==> config.mk <==
export PLATFORM = sky130hd
export DESIGN_NAME = rfsoc_reg_array
export DESIGN_NICKNAME = d
export VERILOG_FILES = /design/src/rtl/rfsoc_reg_pkg.sv /design/src/rtl/rfsoc_reg_chan.sv /design/src/rtl/rfsoc_reg_array.sv
export SDC_FILE = /design/constraint.sdc
export NUM_CORES = 1
export LEC_CHECK = 0
export ABC_AREA = 1
export ABC_CLOCK_PERIOD_IN_PS = 30000
export CAP_MARGIN = 20
export CORE_ASPECT_RATIO = 1.4
export CORE_UTILIZATION = 24
export CTS_CLUSTER_SIZE = 30
export DETAILED_ROUTE_END_ITERATION = 8
export PLACE_DENSITY = 0.42
export SYNTH_ARGS = -nofsm -noshare
export SYNTH_HDL_FRONTEND = slang
export SYNTH_SLANG_ARGS = --single-unit
==> constraint.sdc <==
create_clock -name clk -period 30 [get_ports clk]
set_clock_uncertainty 0.15 [all_clocks]
set_input_delay 9 -clock clk [delete_from_list [all_inputs] [get_ports clk]]
set_output_delay 9 -clock clk [all_outputs]
set_load 0.05 [all_outputs]
==> src/rtl/rfsoc_reg_pkg.sv <==
// rtl/rfsoc_reg_pkg.sv - address map, field codes and helpers for the RFSoC register array
package rfsoc_reg_pkg;

    localparam logic [15:0] CH_STRIDE = 16'h0010;
    localparam logic [15:0] DAC_BASE  = 16'h0000;
    localparam logic [15:0] ADC_BASE  = 16'h0400;
    localparam logic [15:0] GLB_BASE  = 16'h0800;

    localparam logic [1:0] FLD_ADDR = 2'd0;
    localparam logic [1:0] FLD_SIZE = 2'd1;
    localparam logic [1:0] FLD_CTRL = 2'd2;
    localparam logic [1:0] FLD_STAT = 2'd3;

    localparam logic [1:0] GLB_IRQ_EN   = 2'd0;
    localparam logic [1:0] GLB_IRQ_STAT = 2'd1;
    localparam logic [1:0] GLB_RSVD     = 2'd2;
    localparam logic [1:0] GLB_VERSION  = 2'd3;

    localparam int IRQ_DAC_DONE = 0;
    localparam int IRQ_ADC_DONE = 8;
    localparam int IRQ_DAC_ERR  = 16;
    localparam int IRQ_ADC_ERR  = 24;

    localparam logic [31:0] VERSION_DEFAULT = 32'h0002_0000;

    typedef enum logic [1:0] {
        REG_DAC,
        REG_ADC,
        REG_GLB,
        REG_NONE
    } region_e;

    typedef struct packed {
        logic [31:0] start_addr;
        logic [31:0] cap_size;
        logic        ctrl_reset;
        logic        busy;
        logic        overrun;
    } chan_regs_t;

    function automatic logic [31:0] strb_mask(input logic [3:0] strb);
        return {{8{strb[3]}}, {8{strb[2]}}, {8{strb[1]}}, {8{strb[0]}}};
    endfunction

    function automatic logic [31:0] strb_merge(input logic [31:0] old_v,
                                               input logic [31:0] new_v,
                                               input logic [3:0]  strb);
        return (old_v & ~strb_mask(strb)) | (new_v & strb_mask(strb));
    endfunction

endpackage

==> src/rtl/rfsoc_reg_chan.sv <==
// rtl/rfsoc_reg_chan.sv - one DAC/ADC channel block: addr/size/ctrl/status, start pulse, read mux
module rfsoc_reg_chan
    import rfsoc_reg_pkg::*;
(
    input  logic        clk,
    input  logic        rst,
    input  logic        wr_sel,
    input  logic [1:0]  field,
    input  logic [31:0] wdata,
    input  logic [3:0]  wstrb,
    input  logic        done,
    input  logic        err,
    output logic [31:0] start_addr,
    output logic [31:0] cap_size,
    output logic        start,
    output logic        chan_reset,
    output logic [31:0] rd_word
);

    chan_regs_t r;

    logic ctrl_wr;
    logic start_req;
    logic start_ok;
    logic ovr_clr;

    assign ctrl_wr   = wr_sel && (field == FLD_CTRL) && wstrb[0];
    assign start_req = ctrl_wr && wdata[0];
    // The reset level gating a start is the value held before this write.
    assign start_ok  = start_req && !r.busy && !r.ctrl_reset;
    assign ovr_clr   = wr_sel && (field == FLD_STAT) && wstrb[0] && wdata[1];

    always_ff @(posedge clk or posedge rst) begin
        if (rst) begin
            r     <= '0;
            start <= 1'b0;
        end else begin
            if (wr_sel && (field == FLD_ADDR))
                r.start_addr <= strb_merge(r.start_addr, wdata, wstrb);
            if (wr_sel && (field == FLD_SIZE))
                r.cap_size <= strb_merge(r.cap_size, wdata, wstrb);
            if (ctrl_wr)
                r.ctrl_reset <= wdata[1];

            start <= start_ok;

            // An accepted start outranks a same-cycle completion.
            if (start_ok)
                r.busy <= 1'b1;
            else if (done || err || r.ctrl_reset)
                r.busy <= 1'b0;

            if (start_req && !start_ok)
                r.overrun <= 1'b1;
            else if (ovr_clr)
                r.overrun <= 1'b0;
        end
    end

    assign start_addr = r.start_addr;
    assign cap_size   = r.cap_size;
    assign chan_reset = r.ctrl_reset;

    always_comb begin
        rd_word = '0;
        case (field)
            FLD_ADDR: rd_word = r.start_addr;
            FLD_SIZE: rd_word = r.cap_size;
            FLD_CTRL: rd_word = {30'd0, r.ctrl_reset, 1'b0};
            FLD_STAT: rd_word = {30'd0, r.overrun, r.busy};
            default:  rd_word = '0;
        endcase
    end

endmodule

==> src/rtl/rfsoc_reg_array.sv <==
// rtl/rfsoc_reg_array.sv - multi-channel RFSoC control/status register file with IRQ and registered read
module rfsoc_reg_array
    import rfsoc_reg_pkg::*;
#(
    parameter int          NUM_DAC = 2,
    parameter int          NUM_ADC = 2,
    parameter logic [31:0] VERSION = VERSION_DEFAULT
) (
    input  logic                 clk,
    input  logic                 rst,
    input  logic                 wren,
    input  logic [15:0]          offset,
    input  logic [31:0]          wdata,
    input  logic [3:0]           wstrb,
    input  logic                 rd_en,
    output logic [31:0]          rdata,
    output logic                 rvalid,
    output logic [NUM_DAC*32-1:0] dac_start_addr,
    output logic [NUM_DAC*32-1:0] dac_cap_size,
    output logic [NUM_DAC-1:0]   dac_start,
    output logic [NUM_DAC-1:0]   dac_reset,
    input  logic [NUM_DAC-1:0]   dac_done,
    input  logic [NUM_DAC-1:0]   dac_err,
    output logic [NUM_ADC*32-1:0] adc_start_addr,
    output logic [NUM_ADC*32-1:0] adc_cap_size,
    output logic [NUM_ADC-1:0]   adc_start,
    output logic [NUM_ADC-1:0]   adc_reset,
    input  logic [NUM_ADC-1:0]   adc_done,
    input  logic [NUM_ADC-1:0]   adc_err,
    output logic                 irq
);

    region_e     region;
    logic [5:0]  ch_idx;
    logic [1:0]  field;
    logic [31:0] dac_rd [NUM_DAC];
    logic [31:0] adc_rd [NUM_ADC];
    logic [31:0] rd_mux;
    logic [31:0] irq_en;
    logic [31:0] irq_stat;
    logic [31:0] irq_set;
    logic [31:0] irq_clr;
    logic        irq_en_wr;

    assign ch_idx = offset[9:4];
    assign field  = offset[3:2];

    // Misaligned byte addresses are treated as unmapped.
    always_comb begin
        region = REG_NONE;
        if (offset[1:0] == 2'b00) begin
            if (offset[15:10] == DAC_BASE[15:10])
                region = REG_DAC;
            else if (offset[15:10] == ADC_BASE[15:10])
                region = REG_ADC;
            else if (offset[15:4] == GLB_BASE[15:4])
                region = REG_GLB;
        end
    end

    for (genvar i = 0; i < NUM_DAC; i++) begin : g_dac
        rfsoc_reg_chan u_chan (
            .clk        (clk),
            .rst        (rst),
            .wr_sel     (wren && (region == REG_DAC) && (ch_idx == 6'(i))),
            .field      (field),
            .wdata      (wdata),
            .wstrb      (wstrb),
            .done       (dac_done[i]),
            .err        (dac_err[i]),
            .start_addr (dac_start_addr[i*32 +: 32]),
            .cap_size   (dac_cap_size[i*32 +: 32]),
            .start      (dac_start[i]),
            .chan_reset (dac_reset[i]),
            .rd_word    (dac_rd[i])
        );
    end

    for (genvar i = 0; i < NUM_ADC; i++) begin : g_adc
        rfsoc_reg_chan u_chan (
            .clk        (clk),
            .rst        (rst),
            .wr_sel     (wren && (region == REG_ADC) && (ch_idx == 6'(i))),
            .field      (field),
            .wdata      (wdata),
            .wstrb      (wstrb),
            .done       (adc_done[i]),
            .err        (adc_err[i]),
            .start_addr (adc_start_addr[i*32 +: 32]),
            .cap_size   (adc_cap_size[i*32 +: 32]),
            .start      (adc_start[i]),
            .chan_reset (adc_reset[i]),
            .rd_word    (adc_rd[i])
        );
    end

    always_comb begin
        rd_mux = '0;
        case (region)
            REG_DAC: begin
                for (int i = 0; i < NUM_DAC; i++)
                    if (ch_idx == 6'(i)) rd_mux = dac_rd[i];
            end
            REG_ADC: begin
                for (int i = 0; i < NUM_ADC; i++)
                    if (ch_idx == 6'(i)) rd_mux = adc_rd[i];
            end
            REG_GLB: begin
                case (field)
                    GLB_IRQ_EN:   rd_mux = irq_en;
                    GLB_IRQ_STAT: rd_mux = irq_stat;
                    GLB_RSVD:     rd_mux = '0;
                    GLB_VERSION:  rd_mux = VERSION;
                    default:      rd_mux = '0;
                endcase
            end
            default: rd_mux = '0;
        endcase
    end

    // Only implemented channels can raise events, so unused status bits stay 0.
    always_comb begin
        irq_set = '0;
        for (int k = 0; k < NUM_DAC; k++) begin
            irq_set[IRQ_DAC_DONE + k] = dac_done[k];
            irq_set[IRQ_DAC_ERR + k]  = dac_err[k];
        end
        for (int k = 0; k < NUM_ADC; k++) begin
            irq_set[IRQ_ADC_DONE + k] = adc_done[k];
            irq_set[IRQ_ADC_ERR + k]  = adc_err[k];
        end
    end

    assign irq_en_wr = wren && (region == REG_GLB) && (field == GLB_IRQ_EN);
    assign irq_clr   = (wren && (region == REG_GLB) && (field == GLB_IRQ_STAT))
                     ? (wdata & strb_mask(wstrb)) : '0;

    always_ff @(posedge clk or posedge rst) begin
        if (rst) begin
            irq_en   <= '0;
            irq_stat <= '0;
            irq      <= 1'b0;
            rvalid   <= 1'b0;
            rdata    <= '0;
        end else begin
            if (irq_en_wr)
                irq_en <= strb_merge(irq_en, wdata, wstrb);
            // Set is OR'd after the clear so a same-cycle event survives W1C.
            irq_stat <= (irq_stat & ~irq_clr) | irq_set;
            irq      <= |(irq_stat & irq_en);
            rvalid   <= rd_en;
            if (rd_en)
                rdata <= rd_mux;
        end
    end

endmodule
==> flow_metrics.env <==
export IMPL_path_class="primary input to flip-flop"
export IMPL_status="finished, final reports clean"
export IMPL_worstRegToRegCells=6
export IMPL_overflow=0
export IMPL_synthAdderAreaFrac_pct=0
export IMPL_die_w_um=239
export IMPL_grt_pass1_vias=15800
export IMPL_drtIter0Drc=1331
export IMPL_worstPathCellList="clkdlybuf4s50_1 -> inv_1 -> nand2_1 -> buf_4 -> inv_4 -> buf_4 -> buf_4 -> nand3_2 -> o21ai_0"
export IMPL_die_h_um=334
export IMPL_syn_to_final_growth_pct=21.9
export IMPL_numCtsBuffers=42
export IMPL_yosysTopAreaCell="dfrtp_1"
export IMPL_placed_cells=3405
export IMPL_post_route_drc_count=0
export IMPL_design_area_um2=23000
export IMPL_fin_tns_setup_ns=0
export IMPL_synthCells=2358
export IMPL_gp_congestion=0.845
export IMPL_dr_pass1_iters=6
export IMPL_r2r_setup_slack_ns=28.31
export IMPL_syn_area_um2=18900
export IMPL_irDropWorstVdd_mv=0.0364
export IMPL_groute_usage_overall_pct=18.7
export IMPL_syn_area_per_cell_um2=8.02
export IMPL_critical_path_max_stage_delay_ns=0.77
export IMPL_arrival_ns=12.77
export IMPL_finalCritPeriodShare_pct=41.5
export IMPL_wl_per_cell_um=21.6
export IMPL_crit_path_frequent_cell="buf_4"
export IMPL_cts_tree="built"
export IMPL_grt_max_degree=126
export IMPL_cts_buffer_depth=3
export IMPL_cp_buffers_inverters=6
export IMPL_worstReg2RegStart="irq_stat[17]"
export IMPL_fin_crit_ns=12.45
export IMPL_synth_xor_area_share_pct=0
export IMPL_drv_slew=0
export IMPL_drive_gt1_share_pct=5.67
export IMPL_nets=2469
export IMPL_critPathTopFamily="buffers and inverters"
export IMPL_fmax_mhz=80.3
export IMPL_dp_final_hpwl_um=52700
export IMPL_synthTopCellsByArea="dfrtp_1 (49%), nand2_1 (15%), buf_4 (11%), o21ai_0 (9.1%), nand3_1 (2.5%)"
export IMPL_synthSimpleGateAreaFrac_pct=21.9
export IMPL_drv_cap=0
export IMPL_max_slew_margin_pct=29.4
export IMPL_ys_seq_area_share_pct=49.0
export IMPL_rows=121
export IMPL_synth_top_cell_area_share_pct=49.0
export IMPL_cts_max_level=2
export IMPL_synth_top_family_by_area="simple AND/OR/NAND/NOR gates"
export IMPL_clk_latency_ns=0.57
export IMPL_critPathCaptureType="flip-flop"
export IMPL_dieArea_um2=79900
export IMPL_vias=15900
export IMPL_cellPowerDensity_nw_per_um2=47.3
export IMPL_hold_viol=0
export IMPL_final_cell_mix="nand2_1 (769), dfrtp_1 (370), clkdlybuf4s50_1 (361)"
export IMPL_hold_class="flip-flop to flip-flop"
export IMPL_antenna_left=0
export IMPL_clock_sinks=370
export IMPL_post_synth_num_cell_types=27
export IMPL_grt_pass1_wl_um=110000
export IMPL_synth_seq_cells=370
export IMPL_hold_buffers=0
export IMPL_synth_area_mux_share_pct=0
export IMPL_initial_core_util_pct=24.3
export IMPL_cellLeakagePower_nw=9.84
export IMPL_antenna_found_initial=1
export IMPL_holdPathStages=2
export IMPL_placed_area_um2=21600
export IMPL_cp_data_required_time_ns=30.31
export IMPL_layout_commonest_cell="nand2_1"
export IMPL_post_cts_buffers=0
export IMPL_drt_total_wl_um=75100
export IMPL_slowest_stage="buf_4"
export IMPL_place_port_buffers=361
export IMPL_fillers=8450
export IMPL_post_route_util_pct=29.6
export IMPL_tightestPinTransition_ns=1.06
export IMPL_cp_max_fo=69
export IMPL_rsz0062_at_grt="no"
export IMPL_ioPinCount=362
export IMPL_setup_viol=0
export IMPL_cts_root_buf="clkbuf_16"
export IMPL_crit_path_start_kind="primary input"
export IMPL_synth_compound_area_share_pct=13.9
export IMPL_syn_num_nets=2422
export IMPL_coreArea_um2=77800
export IMPL_avgViaCountPerCell=4.56
export IMPL_ctsResizeCount=0
export IMPL_r2r_end="rdata[17]"
export IMPL_stdcell_count=3481
export IMPL_clk_pin_slew_ns=0.06
export IMPL_yosysWarningCount=0
==> cell families (layout without fill, tap and decap cells) <==
family | after synthesis | count (layout)
buffers and inverters | 495 | 572
other | 0 | 1
flip-flops | 370 | 370
AND/OR/NAND/NOR | 1010 | 1010
AO/OA/AOI/OAI | 483 | 483
==> power by group <==
part	switching, mW	total, mW	internal [mW]
Clock	0.218	0.534	0.315
Sequential	0.000378	0.500	0.500
Combinational	0.0427	0.0553	0.0126
==> final cells by class <==
class                      instances  area (µm²)  area share (%)
antenna                            1        2.50          0.0109
clock inverter                    15         156           0.679
inverter                         111         427            1.85
multi-input combinational       1493        6810            29.6
timing repair buffer             387        3820            16.6
tap                             1045        1310            5.68
sequential                       370        9260            40.2
clock buffer                      59        1250            5.42
==> how the worst max path moves through the flow <==
| stage | startpoint | endpoint | slack [ns] | cells past startpoint |
|---|---|---|---|---|
| 3_3_place_gp | offset[3] | flip-flop | 16.95 | 9 |
| 6_report | offset[3] | flip-flop | 17.55 | 9 |
| 2_1_floorplan | rst | asynchronous set/reset pin | 10.58 | 1 |
| 3_5_place_dp | offset[3] | flip-flop | 16.90 | 9 |
| 5_1_grt | offset[3] | flip-flop | 17.27 | 9 |
| 4_1_cts | offset[3] | flip-flop | 17.50 | 9 |
==> tightest hold or removal path, cell delays in order (launching register included) <==
cell,delay [ns]
dfrtp_1,0.34
nand2_1,0.05
nand2_1,0.05
==> metal layers <==
metal	share of wire, %	wire length (µm)	GRT usage (%)
met1	42	31800	23.9
met2	49	37000	32.0
met3	4.9	3650	2.36
met4	3.5	2630	6.75
met5	0	0	0
==> through the flow <==
stage	power [mW]	setup WS [ns]	hold WS [ns]
after detailed placement	0.566	16.90	0.308
after floorplan	0.537	10.58	0.292
final	1.09	17.55	0.319
after CTS	1.11	17.50	0.325
after global routing	1.13	17.27	0.350
after global placement	0.566	16.95	0.305
==> cell usage after synthesis (all sizes together) <==
master	instances
a22o	6
or2	2
clkinv	1
nor4	3
nor2	106
o21bai	1
o2111ai	2
buf	291
clkbuf	93
nor3	7
nand3	121
dfrtp	370
a22oi	58
o22ai	24
a21oi	35
inv	110
o21ai	357
nand4	2
nand2	769
(Power assumes the default switching activity.)
